[src/rtl/btn_debounce.sv]
// Push-button conditioner: 2-flop sync, tick-based debounce, press/release/long pulses.
// Define BTN_AUTOREPEAT_EN to add periodic press pulses while a long press is held.
// The release pulse output is named rel because "release" is a reserved word.
module btn_debounce #(
  parameter int NBTN         = 4,
  parameter int CLK_HZ       = 10_000_000,
  parameter int TICK_HZ      = 1000,
  parameter int DEB_TICKS    = 20,
  parameter int LONG_TICKS   = 1000,
  parameter int REPEAT_TICKS = 200
) (
  input  logic              clk,
  input  logic              rst,
  input  logic [NBTN-1:0]   btn_n,
  output logic [NBTN-1:0]   level,
  output logic [NBTN-1:0]   press,
  output logic [NBTN-1:0]   rel,
  output logic [NBTN-1:0]   long,
  output logic              tick,
  output logic [2*NBTN-1:0] dbg_state
);

  localparam int DIV = CLK_HZ / TICK_HZ;
  localparam int PW  = $clog2(DIV);
  localparam int DW  = $clog2(DEB_TICKS + 1);
  localparam int HW  = $clog2(LONG_TICKS + 1);

  if (DIV < 2 || DEB_TICKS < 1 || LONG_TICKS <= DEB_TICKS || REPEAT_TICKS < 1) begin : g_bad_params
    $error("btn_debounce: illegal parameter set");
  end

  typedef enum logic [1:0] {
    ST_UP   = 2'd0,
    ST_DOWN = 2'd1,
    ST_LONG = 2'd2
  } btn_state_t;

  // Prescaler: tick is the terminal-count cycle of a free-running counter.
  logic [PW-1:0] pre_q;

  always_ff @(posedge clk or negedge rst) begin
    if (!rst) begin
      pre_q <= '0;
    end else if (pre_q == PW'(DIV - 1)) begin
      pre_q <= '0;
    end else begin
      pre_q <= pre_q + PW'(1);
    end
  end

  assign tick = (pre_q == PW'(DIV - 1));

  logic [NBTN-1:0] sync1_q;
  logic [NBTN-1:0] s_q;

  always_ff @(posedge clk or negedge rst) begin
    if (!rst) begin
      sync1_q <= '0;
      s_q     <= '0;
    end else begin
      sync1_q <= ~btn_n;
      s_q     <= sync1_q;
    end
  end

  // Debounce: count ticks while the synced input disagrees with the accepted level.
  logic [DW-1:0]   deb_q [NBTN];
  logic [DW-1:0]   deb_d [NBTN];
  logic [NBTN-1:0] acc_press;
  logic [NBTN-1:0] acc_rel;

  always_comb begin
    acc_press = '0;
    acc_rel   = '0;
    for (int i = 0; i < NBTN; i++) begin
      deb_d[i] = deb_q[i];
      if (s_q[i] == level[i]) begin
        deb_d[i] = '0;
      end else if (tick) begin
        if (deb_q[i] == DW'(DEB_TICKS - 1)) begin
          deb_d[i]     = '0;
          acc_press[i] = ~level[i];
          acc_rel[i]   = level[i];
        end else begin
          deb_d[i] = deb_q[i] + DW'(1);
        end
      end
    end
  end

  btn_state_t      state_q [NBTN];
  btn_state_t      state_d [NBTN];
  logic [HW-1:0]   hold_q  [NBTN];
  logic [HW-1:0]   hold_d  [NBTN];
  logic [NBTN-1:0] long_d;
  logic [NBTN-1:0] press_d;
`ifdef BTN_AUTOREPEAT_EN
  localparam int RW = (REPEAT_TICKS > 1) ? $clog2(REPEAT_TICKS) : 1;
  logic [RW-1:0]   rep_q [NBTN];
  logic [RW-1:0]   rep_d [NBTN];
`endif

  always_comb begin
    long_d  = '0;
    press_d = acc_press;
    for (int i = 0; i < NBTN; i++) begin
      state_d[i] = state_q[i];
      hold_d[i]  = hold_q[i];
`ifdef BTN_AUTOREPEAT_EN
      rep_d[i]   = rep_q[i];
`endif
      case (state_q[i])
        ST_UP: begin
          if (acc_press[i]) begin
            state_d[i] = ST_DOWN;
            hold_d[i]  = '0;
          end
        end
        ST_DOWN: begin
          if (acc_rel[i]) begin
            state_d[i] = ST_UP;
          end else if (tick) begin
            if (hold_q[i] == HW'(LONG_TICKS - 1)) begin
              hold_d[i]  = HW'(LONG_TICKS);
              long_d[i]  = 1'b1;
              state_d[i] = ST_LONG;
            end else begin
              hold_d[i] = hold_q[i] + HW'(1);
            end
          end
        end
        ST_LONG: begin
          // Hold counter stays saturated here; release always wins over a repeat.
          if (acc_rel[i]) begin
            state_d[i] = ST_UP;
`ifdef BTN_AUTOREPEAT_EN
            rep_d[i]   = '0;
          end else if (tick) begin
            if (rep_q[i] == RW'(REPEAT_TICKS - 1)) begin
              rep_d[i]   = '0;
              press_d[i] = 1'b1;
            end else begin
              rep_d[i] = rep_q[i] + RW'(1);
            end
`endif
          end
        end
        default: state_d[i] = ST_UP;
      endcase
    end
  end

  always_ff @(posedge clk or negedge rst) begin
    if (!rst) begin
      for (int i = 0; i < NBTN; i++) begin
        state_q[i] <= ST_UP;
        hold_q[i]  <= '0;
`ifdef BTN_AUTOREPEAT_EN
        rep_q[i]   <= '0;
`endif
      end
    end else begin
      for (int i = 0; i < NBTN; i++) begin
        state_q[i] <= state_d[i];
        hold_q[i]  <= hold_d[i];
`ifdef BTN_AUTOREPEAT_EN
        rep_q[i]   <= rep_d[i];
`endif
      end
    end
  end

  always_ff @(posedge clk or negedge rst) begin
    if (!rst) begin
      level <= '0;
      press <= '0;
      rel   <= '0;
      long  <= '0;
      for (int i = 0; i < NBTN; i++) begin
        deb_q[i] <= '0;
      end
    end else begin
      level <= level ^ (acc_press | acc_rel);
      press <= press_d;
      rel   <= acc_rel;
      long  <= long_d;
      for (int i = 0; i < NBTN; i++) begin
        deb_q[i] <= deb_d[i];
      end
    end
  end

  always_comb begin
    dbg_state = '0;
    for (int i = 0; i < NBTN; i++) begin
      dbg_state[2*i +: 2] = state_q[i];
    end
  end

endmodule

[config.mk]
export PLATFORM = sky130hd
export DESIGN_NAME = btn_debounce
export DESIGN_NICKNAME = d
export VERILOG_FILES = /design/src/rtl/btn_debounce.sv
export SDC_FILE = /design/constraint.sdc
export NUM_CORES = 1
export LEC_CHECK = 0
export ABC_AREA = 1
export CELL_PAD_IN_SITES_DETAIL_PLACEMENT = 0
export CELL_PAD_IN_SITES_GLOBAL_PLACEMENT = 1
export CORE_UTILIZATION = 51
export CTS_CLUSTER_SIZE = 10
export DETAILED_ROUTE_END_ITERATION = 6
export DONT_BUFFER_PORTS = 1
export PLACE_DENSITY_LB_ADDON = 0.1
export SETUP_SLACK_MARGIN = 0.3
export SYNTH_ARGS = -nofsm -noshare
export SYNTH_HDL_FRONTEND = slang
export SYNTH_SLANG_ARGS = --single-unit
[constraint.sdc]
create_clock -name clk -period 4.4 [get_ports clk]
set_input_delay 0.44 -clock clk [delete_from_list [all_inputs] [get_ports clk]]
set_output_delay 0.44 -clock clk [all_outputs]
set_load 0.01 [all_outputs]
Yosys cells after proc, flatten, opt, wreduce, memory -nomap -nowiden --
Cells that the tools add are included.
Word-level totals: register bits 106, bits of input ports 6, word-level logic and storage cells 197
Operators by class: add/subtract/negate cells 9, equality and inequality tests 45, muxes and demuxes 97, bitwise logic cells 7, reduce and logical (&&, ||, !) cells 20
Operators with widths (number):
- 10-bit two-way mux | 16
- 10-bit one-hot mux with 2 select lines | 4
- 5-bit two-way mux | 12
- 10-bit by 1-bit adder with 10-bit output (second input constant) | 4
- 10-bit == test (second input constant) | 4
- 1-bit two-way mux | 40
- 2-bit two-way mux | 20
- 2-bit != test (second input constant) | 16
- 4-bit AND reduction | 8
- 3-bit != test (second input constant) | 8
- 2-bit one-hot mux with 3 select lines | 4
- 5-bit by 1-bit adder with 5-bit output (second input constant) | 4
- 5-bit == test (second input constant) | 4
- 2-bit nonzero test | 8
- 14-bit by 1-bit adder with 14-bit output (second input constant) | 1
- 14-bit == test (second input constant) | 1
- 14-bit two-way mux | 1
- 2-bit by 1-bit == test with 1-bit output (second input constant) | 4
- 2-bit == test (second input constant) | 4
- 2-bit logical NOT | 4
- 1-bit == test | 4
- 1-bit inverter | 4
- 4-bit inverter | 1
- 4-bit bitwise OR | 1
- 4-bit bitwise XOR | 1

Depth between registers and ports, before layout --
Gate-level depths: netlist (run 1).
word-level depth 6, mapped depth 12, depth with buffers taken out 12

Least setup slack after synthesis (run 1) --
Ideal clock, no wire load.
path kind reg-to-reg, start register deb_q[15] in the netlist's numbering, end register state_q, in the netlist dbg_state[0], setup time 0.117 ns, arrival 1.540 ns, setup slack 2.742 ns, stages on the path, launching flop included 13, path buffers 0, period minus slack after synthesis 1.658 ns, cells stage by stage dfrtp_1 > ha_1 > nand2_1 > inv_1 > nand2_1 > nor2_1 > inv_1 > nor2_1 > nor2_1 > nand2_1 > nand2_1 > nand2_1 > nand2_1
On the way: cells in the longest elaborated chain, start to end 6, elaborated cells on any way between the ends 14
RTL lines:
- from (decl) | RTL line 67 | logic [DW-1:0] deb_q [NBTN];
- from (signal, indexed assignment) | RTL line 188 | deb_q[i] <= deb_d[i];
- 5-bit == test * | RTL line 80 | if (deb_q[i] == DW'(DEB_TICKS - 1)) begin
- 1-bit two-way mux | RTL line 80
- 1-bit two-way mux | RTL line 79 | end else if (tick) begin
- 1-bit two-way mux | RTL line 77 | if (s_q[i] == level[i]) begin
- 3-bit != test (no source line), or another cell as far along
- 4-bit AND reduction (no source line) / 2-bit one-hot mux with 3 select lines (equally long branches)
- to (signal, indexed assignment) | RTL line 164 | state_q[i] <= state_d[i];
- to (decl) | RTL line 91 | btn_state_t state_q [NBTN];
Mark *: on every way between the ends. The rest lies on a longest branch, timed or not. A chain may end at the register's enable or synchronous reset.

Final worst setup path (run 1) --
start register pre_q[7], end output port tick
On the way: cells in the longest elaborated chain, start to end 1
RTL lines:
- from (decl) | RTL line 39 | logic [PW-1:0] pre_q;
- from (signal assigned) | RTL line 47 | pre_q <= pre_q + PW'(1);
- 14-bit == test | RTL line 51 | assign tick = (pre_q == PW'(DIV - 1));
- to (decl) | RTL line 19 | output logic tick,
Every way passes these cells.

==> qor_table.md, run 1 <==
| Step | Item | This run |
| --- | --- | --- |
| outcome | Result of the run | complete, no violations |
| cells and area | Post-layout net count | 793 |
| global routing | Overall fraction of global-route tracks in use | 0.2236 |
| die | Floorplan row count | 38 |
| die | Area inside the core boundary | 0.01094 sq mm |
| clock network | Maximum buffer depth of the clock tree | 2 |
| sta | Accumulated negative setup slack | 0 ns |
| die | Total Die Area | 0.01174 sq mm |
| drt | Initial drt markers | 221 |
| critical path | Worst path bufs/invs | 1 |
| drt | Number of search-and-repair iterations in the first detailed-routing pass | 5 |
| pwr | Total chip power | 1.860 mW |
| critical path | Maximum single-stage delay on the critical path | 0.43 ns |
| drt | Total DRC errors in the routed layout | 0 |
| die | Floorplan die height | 108.3 microns |
| synth | Portion of the post-synthesis area used by sequential elements | 0.4600 |
| drt | Final ANT Viol Nets | 0 |
| synth | Cell count after synthesis | 772 |
| global routing | First-pass GRT wire length | 20450 microns |
| pwr | Leak | 3.260 nW |
| hold path | Path type of the worst min-delay path | in2async |
| critical path | Logic depth of the worst register-to-register path | 10 |
| pwr | Peak supply drop | 0.0003167 V |
| synth | Netlist cell types | 33 |
| sta | Fin Hold WS | 0.03152 ns |
| critical path | Start of the worst register-to-register path | pre_q[0] |
| sta | Number of endpoints with negative hold slack in the final report | 0 |
| critical path | Ordered cell list for the critical path | nor2_1, nand3_1, nor2_1, nand2_1, inv_1 |
| synth | Mean instance size in the synthesized netlist | 7.470 sq um |
| global routing | Overflow left after global routing | 0 |
| die | Top-level port count | 31 |
| critical path | Data arrival time of the worst path | 2.23 ns |
| sta | Worst relative slew slack | 0.5129 |
| critical path | Critical path class | reg2out |
| global routing | Largest net degree at the start of global routing | 107 |
| cells and area | Inserted Diodes | 0 |
| critical path | Total number of cells along the worst setup path | 5 |
| clock network | Number of clock sinks seen by CTS | 106 |
| synth | Post-Syn Area | 0.005767 sq mm |
| cells and area | Non-Filler Cell Area, Final | 0.006222 sq mm |
| sta | Endpoints failing setup | 0 |
| clock network | Inserted Clock Buffers | 9 |
| sta | Fin. max-slew vios | 0 |
| clock network | Latest clock arrival within the worst-skew pair | 0.35 ns |
| clock network | H-tree Lvls | 3 |
| place | Area after detailed placement | 0.005888 sq mm |
| place | Half-perimeter wire length of the detailed placement result | 8349 microns |
| cells and area | Post-synthesis to final-layout area growth | 7.898% |
| run | Number of max-cap violations | 0 |
| sta | Worst-margin pin slew | 0.7240 ns |
| critical path | Flop2flop setup slack | 2.18 ns |
| clock network | Clk pin slew, worst setup/hold paths | 0.07 ns |
| place | Cell total after placement | 906 |
| critical path | Type of origin of the critical path | register |
| critical path | Kind of cell adding the most delay to the critical path | simple AND/OR/NAND/NOR gates |
| sta | Fin crit period | 2.675 ns |
| sta | Post-route fraction of the period consumed by the critical path | 0.6080 |
| clock network | # Post-CTS Setup Buffers | 0 |
| sta | RSZ-0062 raised after global routing | no |
| global routing | Vias in the first global route | 4433 |
| place | Count of input and output buffers | 0 |
| die | Starting utilization of the core area | 0.5273 |
| drt | Routed via count | 4635 |
| synth | Synth Register Bits | 106 |
| critical path | CP dominant cell by count | nor2_1 |
| drt | Aggregate routed wire length | 11730 microns |
| synth | Synthesized netlist net count | 787 |
| cells and area | Total of fill cells in the finished design | 1032 |
| place | Placer congestion estimate | 0.8213 |
| cells and area | Most common library cell in the layout ignoring fill and taps | nand2_1 |
| cells and area | Fraction of final layout cells with drive strength greater than 1 | 0.05634 |
| cells and area | Non-Filler Instances | 921 |
| drt | Via density | 5.033 |
| drt | Wire per inst | 12.74 microns |
| clock network | Root Buffer | clkbuf_16 |
| global routing | Number of antenna violations at the first check in global routing | 0 |
| critical path | Endpoint of the worst-slack reg-to-reg timing path | dbg_state[0] |
| place | Setup Slack @ Placement | 2.072 ns |
| critical path | Crit path capture type | output pin |
| cells and area | Leading cell types in the layout, fill and taps excluded | 232 x nand2_1, 110 x nor2_1, 106 x dfrtp_1 |
| critical path | Top fanout value on the critical path | 13 |
| clock network | CTS tree | built |
| die | Die X-Extent | 108.3 microns |
| sta | Worst setup margin | 1.725 ns |
| sta | Final worst clock skew | 0.007274 ns |
| critical path | Worst endpoint required time | 3.96 ns |
| sta | Highest Clock Rate | 0.3738 GHz |
| cells and area | Final core occ | 0.5690 |
| critical path | Slowest CP cell | nand2_1 |
| synth | Count of warnings emitted by yosys | 0 |
| pwr | Power density over cell area | 299.0 mW/mm^2 |
## per-layer routing
layer  part of all wire  global-route usage  up-vias
met5                  0                   0        -
met4              0.013             0.06660        0
met2               0.47              0.3612       49
met3              0.032             0.06510        8
met1               0.48              0.2909     2153
li1                   -                   -     2425
## kinds of logic after synthesis
group / Yosys count / synth area share
compound gates: 52 / 0.04925
xor+xnor: 27 / 0.04101
fa+ha+maj: 9 / 0.01953
buf+inv: 112 / 0.07832
flops: 106 / 0.4600
simple gates: 466 / 0.3519
## worst reg2reg max path: cells and delay by family, from the launching register on
kind                     cells  cell delay [ns]
flip-flops                   1             0.37
AND/OR/NAND/NOR              9             1.53
adder cells (fa/ha/maj)      1             0.21
## cell type report
| cell class | instances | area [sq um] | area share |
|---|---|---|---|
| multi-input combinational | 554 | 2663 | 0.4279 |
| sequential | 106 | 2653 | 0.4263 |
| inverter | 106 | 397.9 | 0.06395 |
| clock buffer | 9 | 225.2 | 0.03620 |
| tap | 140 | 175.2 | 0.02815 |
| clock inverter | 5 | 81.33 | 0.01307 |
| timing repair buffer | 1 | 27.53 | 0.004424 |
## sequential cells by signal (all words and copies together) (netlist names)
signal,cells
hold_q,40
deb_q,20
pre_q,14
dbg_state,8
level,4
long,4
press,4
rel,4
s_q,4
sync1_q,4
## timing repair
action | in CTS | in global routing
gates resized for setup | 0 | 0
hold endpoints to repair | 106 | 0
hold buffers | 1 | 0
## report_power, final
| group | leakage [nW] | total, mW | switching, mW | internal, mW |
|---|---|---|---|---|
| Sequential | 1.45 | 0.978 | 0.000878 | 0.978 |
| Clock | 0.147 | 0.845 | 0.353 | 0.492 |
| Combinational | 1.66 | 0.0369 | 0.0297 | 0.00715 |
## worst max-delay path by stage
| stage | slack (ns) | start | endpoint |
|---|---|---|---|
| 2_1_floorplan | 2.74 | deb_q[15] | dbg_state[0] |
| 3_3_place_gp | 2.23 | pre_q[0] | tick |
| 3_5_place_dp | 2.07 | pre_q[7] | tick |
| 4_1_cts | 1.68 | pre_q[7] | tick |
| 5_1_grt | 1.52 | pre_q[7] | tick |
| 6_report | 1.73 | pre_q[7] | tick |
## cells in the mapped netlist, drive strengths merged
cell    instances  area share
nor4            5      0.0080
or2             2      0.0022
dfrtp         106        0.46
inv           105       0.068
a21oi          13       0.012
nand4           8      0.0087
xnor2           5      0.0076
o21bai          1      0.0013
clkinv          1     0.00065
xor2           22       0.033
nor3b           1      0.0013
o21ai          36       0.034
o22ai           2      0.0022
buf             5      0.0087
ha              9       0.020
nor3           14       0.012
nand2         239        0.16
nand3b          2      0.0026
clkbuf          1     0.00065
nor2          115       0.081
nand3          80       0.075
Note: power is estimated with default switching activity, not from simulation.
==> run 2: changes to the inputs <==
--- a/config.mk
+++ b/config.mk
@@ -8,7 +8,7 @@
 export ABC_AREA = 1
 export CELL_PAD_IN_SITES_DETAIL_PLACEMENT = 0
 export CELL_PAD_IN_SITES_GLOBAL_PLACEMENT = 1
-export CORE_UTILIZATION = 51
+export CORE_UTILIZATION = 47
 export CTS_CLUSTER_SIZE = 10
 export DETAILED_ROUTE_END_ITERATION = 6
 export DONT_BUFFER_PORTS = 1
==> constraint.sdc (replaced) <==
create_clock -name clk -period 2.7 [get_ports clk]
set_input_delay 0.27 -clock clk [delete_from_list [all_inputs] [get_ports clk]]
set_output_delay 0.27 -clock clk [all_outputs]
set_load 0.01 [all_outputs]
==> run 2 against run 1 <==
The flow now finishes with violations (hold timing). Worst hold slack got worse by 0.43 ns. Critical path depth increased by 1. Cell count increased by 1.6%. Power increased by 54%. Non-clock buffer count increased by 6. Clock power increased by 48%.
==> qor_table.md, run 2 (same netlist as run 1, synthesis figures left out) <==
| Step | Item | This run | vs previous |
| --- | --- | --- | --- |
| clock network | Count of hold buffers inserted by post-cts repair | 4 | +3 |
| pwr | Peak supply drop | 0.0003053 V | -3.6% |
| sta | Worst setup margin | 0.6093 ns | -1.116 ns |
| drt | Final ANT Viol Nets | 0 | unchanged |
| cells and area | Inserted Diodes | 0 | unchanged |
| drt | Initial drt markers | 204 | -7.7% |
| sta | Fin Hold WS | -0.4004 ns | -0.4320 ns |
| die | Die X-Extent | 112.8 microns | +4.1% |
| clock network | CTS tree | built |  |
| pwr | Leak | 3.265 nW | +0.16% |
| sta | Worst-margin pin slew | 0.7579 ns | +0.03386 ns |
| critical path | Worst endpoint required time | 2.43 ns | -1.53 ns |
| outcome | Violated checks | hold timing |  |
| global routing | Overflow left after global routing | 0 | unchanged |
| sta | Final worst clock skew | 0.005966 ns | -0.001308 ns |
| hold path | Path type of the worst min-delay path | in2async |  |
| run | Number of max-cap violations | 0 | unchanged |
| drt | Total DRC errors in the routed layout | 0 | unchanged |
| cells and area | Post-layout net count | 799 | +0.76% |
| critical path | Worst path bufs/invs | 2 | +1 |
| critical path | Kind of cell adding the most delay to the critical path | simple AND/OR/NAND/NOR gates |  |
| critical path | Type of origin of the critical path | register |  |
| drt | Aggregate routed wire length | 11600 microns | -1.1% |
| clock network | Number of clock sinks seen by CTS | 106 | unchanged |
| global routing | Overall fraction of global-route tracks in use | 0.2029 | -0.02075 |
| clock network | H-tree Lvls | 3 | unchanged |
| clock network | Latest clock arrival within the worst-skew pair | 0.36 ns | about the same |
| clock network | Maximum buffer depth of the clock tree | 2 | unchanged |
| sta | Accumulated negative setup slack | 0 ns | unchanged |
| die | Floorplan die height | 112.8 microns | +4.1% |
| pwr | Power density over cell area | 460.3 mW/mm^2 | +54% |
| drt | Number of search-and-repair iterations in the first detailed-routing pass | 4 | -1 |
| clock network | Inserted Clock Buffers | 9 | unchanged |
| clock network | Clk pin slew, worst setup/hold paths | 0.07 ns | about the same |
| cells and area | Most common library cell in the layout ignoring fill and taps | nand2_1 |  |
| die | Total Die Area | 0.01272 sq mm | +8.4% |
| sta | Fin. max-slew vios | 0 | unchanged |
| outcome | Result of the run | finished, violations left |  |
| sta | RSZ-0062 raised after global routing | no |  |
| cells and area | Leading cell types in the layout, fill and taps excluded | 231 x nand2_1, 110 x nor2_1, 106 x dfrtp_1 |  |
| critical path | Crit path capture type | output pin |  |
| clock network | # Post-CTS Setup Buffers | 0 | unchanged |
| sta | Fin crit period | 2.091 ns |  |
| drt | Routed via count | 4633 | -0.043% |
| global routing | Largest net degree at the start of global routing | 107 | unchanged |
| place | Setup Slack @ Placement | 0.5824 ns | -1.489 ns |
| global routing | Vias in the first global route | 4499 | +1.5% |
| critical path | Critical path class | reg2out |  |
| cells and area | Number of flip-flops under the largest register name | 40 | unchanged |
| place | Placer congestion estimate | 0.8314 | +1.2% |
| critical path | Top fanout value on the critical path | 5 | -8 |
| sta | Number of endpoints with negative hold slack in the final report | 106 | +106 |
| global routing | Number of antenna violations at the first check in global routing | 0 | unchanged |
| cells and area | Register bank with the most flops | hold_q |  |
| sta | Worst relative slew slack | 0.4901 | -0.02278 |
| critical path | Maximum single-stage delay on the critical path | 0.38 ns | -0.05 ns |
| critical path | Ordered cell list for the critical path | ha_1, nand3_1, nor2_1, buf_4, nand2_1, inv_1 |  |
| drt | Wire per inst | 12.39 microns | -2.7% |
| cells and area | Fraction of final layout cells with drive strength greater than 1 | 0.06084 | +0.004498 |
| sta | Highest Clock Rate | 0.4783 GHz |  |
| cells and area | Post-synthesis to final-layout area growth | 8.180% |  |
| sta | Post-route fraction of the period consumed by the critical path | 0.7743 |  |
| global routing | First-pass GRT wire length | 20390 microns | -0.30% |
| die | Area inside the core boundary | 0.01196 sq mm | +9.4% |
| critical path | Slowest CP cell | dfrtp_1 |  |
| die | Starting utilization of the core area | 0.4821 | -0.04523 |
| die | Top-level port count | 31 | unchanged |
| cells and area | Registers with the most flip-flops | hold_q (40), deb_q (20), pre_q (14) |  |
| sta | Endpoints failing setup | 0 | unchanged |
| critical path | Data arrival time of the worst path | 1.82 ns | -0.41 ns |
| place | Half-perimeter wire length of the detailed placement result | 8420 microns | +0.84% |
| die | Floorplan row count | 40 | +5.3% |
| drt | Via density | 4.950 | -1.6% |
| clock network | Root Buffer | clkbuf_16 |  |
| place | Count of input and output buffers | 0 | unchanged |
-- run 2: cell types whose count changed in the layout (fill, tap and decap cells not counted), sizes merged --
cell / previous run / this run
dlygate4sd3: 0 / 4
inv: 105 / 108
clkbuf: 9 / 10
buf: 1 / 3
bufinv: 2 / 0
-- run 2: power by group --
group	total (mW)	internal, mW	leakage, nW	switching [mW]
clock	1.25	0.636	0.134	0.610
combinational	0.0313	0.0112	1.68	0.0201
sequential	1.59	1.59	1.45	0.00165
total	2.87	2.24	3.27	0.632
-- run 2: repair_timing --
item | 4_1_cts | 5_1_grt
resized for setup | 0 | 1
setup endpoints to repair | 0 | 1
endpoints found under the hold margin | 110 | 106
-- run 2: final timing paths --
check                            from          to  slack, ns  depth (start not counted)
setup / recovery             pre_q[0]        tick       0.61                          6
hold / removal                    rst  hold_q[14]      -0.40                          0
setup reg to reg             pre_q[0]  hold_q[20]       0.64                         10
hold reg to reg            sync1_q[0]      s_q[0]       0.35                          0
max in group asynchronous         rst    level[0]       2.97                          0
min in group clk           sync1_q[0]      s_q[0]       0.35                          0
-- run 2: metrics by stage --
step	instance area, sq um	utilization	std cells	power [mW]
after CTS	6236	0.5213	936	2.925
after global placement	5919	0.4949	916	1.652
final	6238	0.5215	936	2.872
after detailed placement	5919	0.4949	916	1.652
after floorplan	5767	-	772	1.647
after global routing	6238	0.5215	936	2.984
-- run 2: cell type report --
class,instances,area (sq um)
fill,1187,5723
timing repair buffer,7,62.56
inverter,106,397.9
tap,147,183.9
clock buffer,10,229.0
multi-input combinational,554,2665
sequential,106,2653
clock inverter,6,47.55
-- run 2: metal layers --
| layer | wire length, microns | track usage | vias up |
|---|---|---|---|
| met2 | 5694 | 0.3424 | 44 |
| met5 | 0 | 0 | - |
| met1 | 5356 | 0.2499 | 2138 |
| met4 | 149 | 0.06756 | 0 |
| li1 | - | - | 2439 |
| met3 | 396 | 0.05838 | 12 |
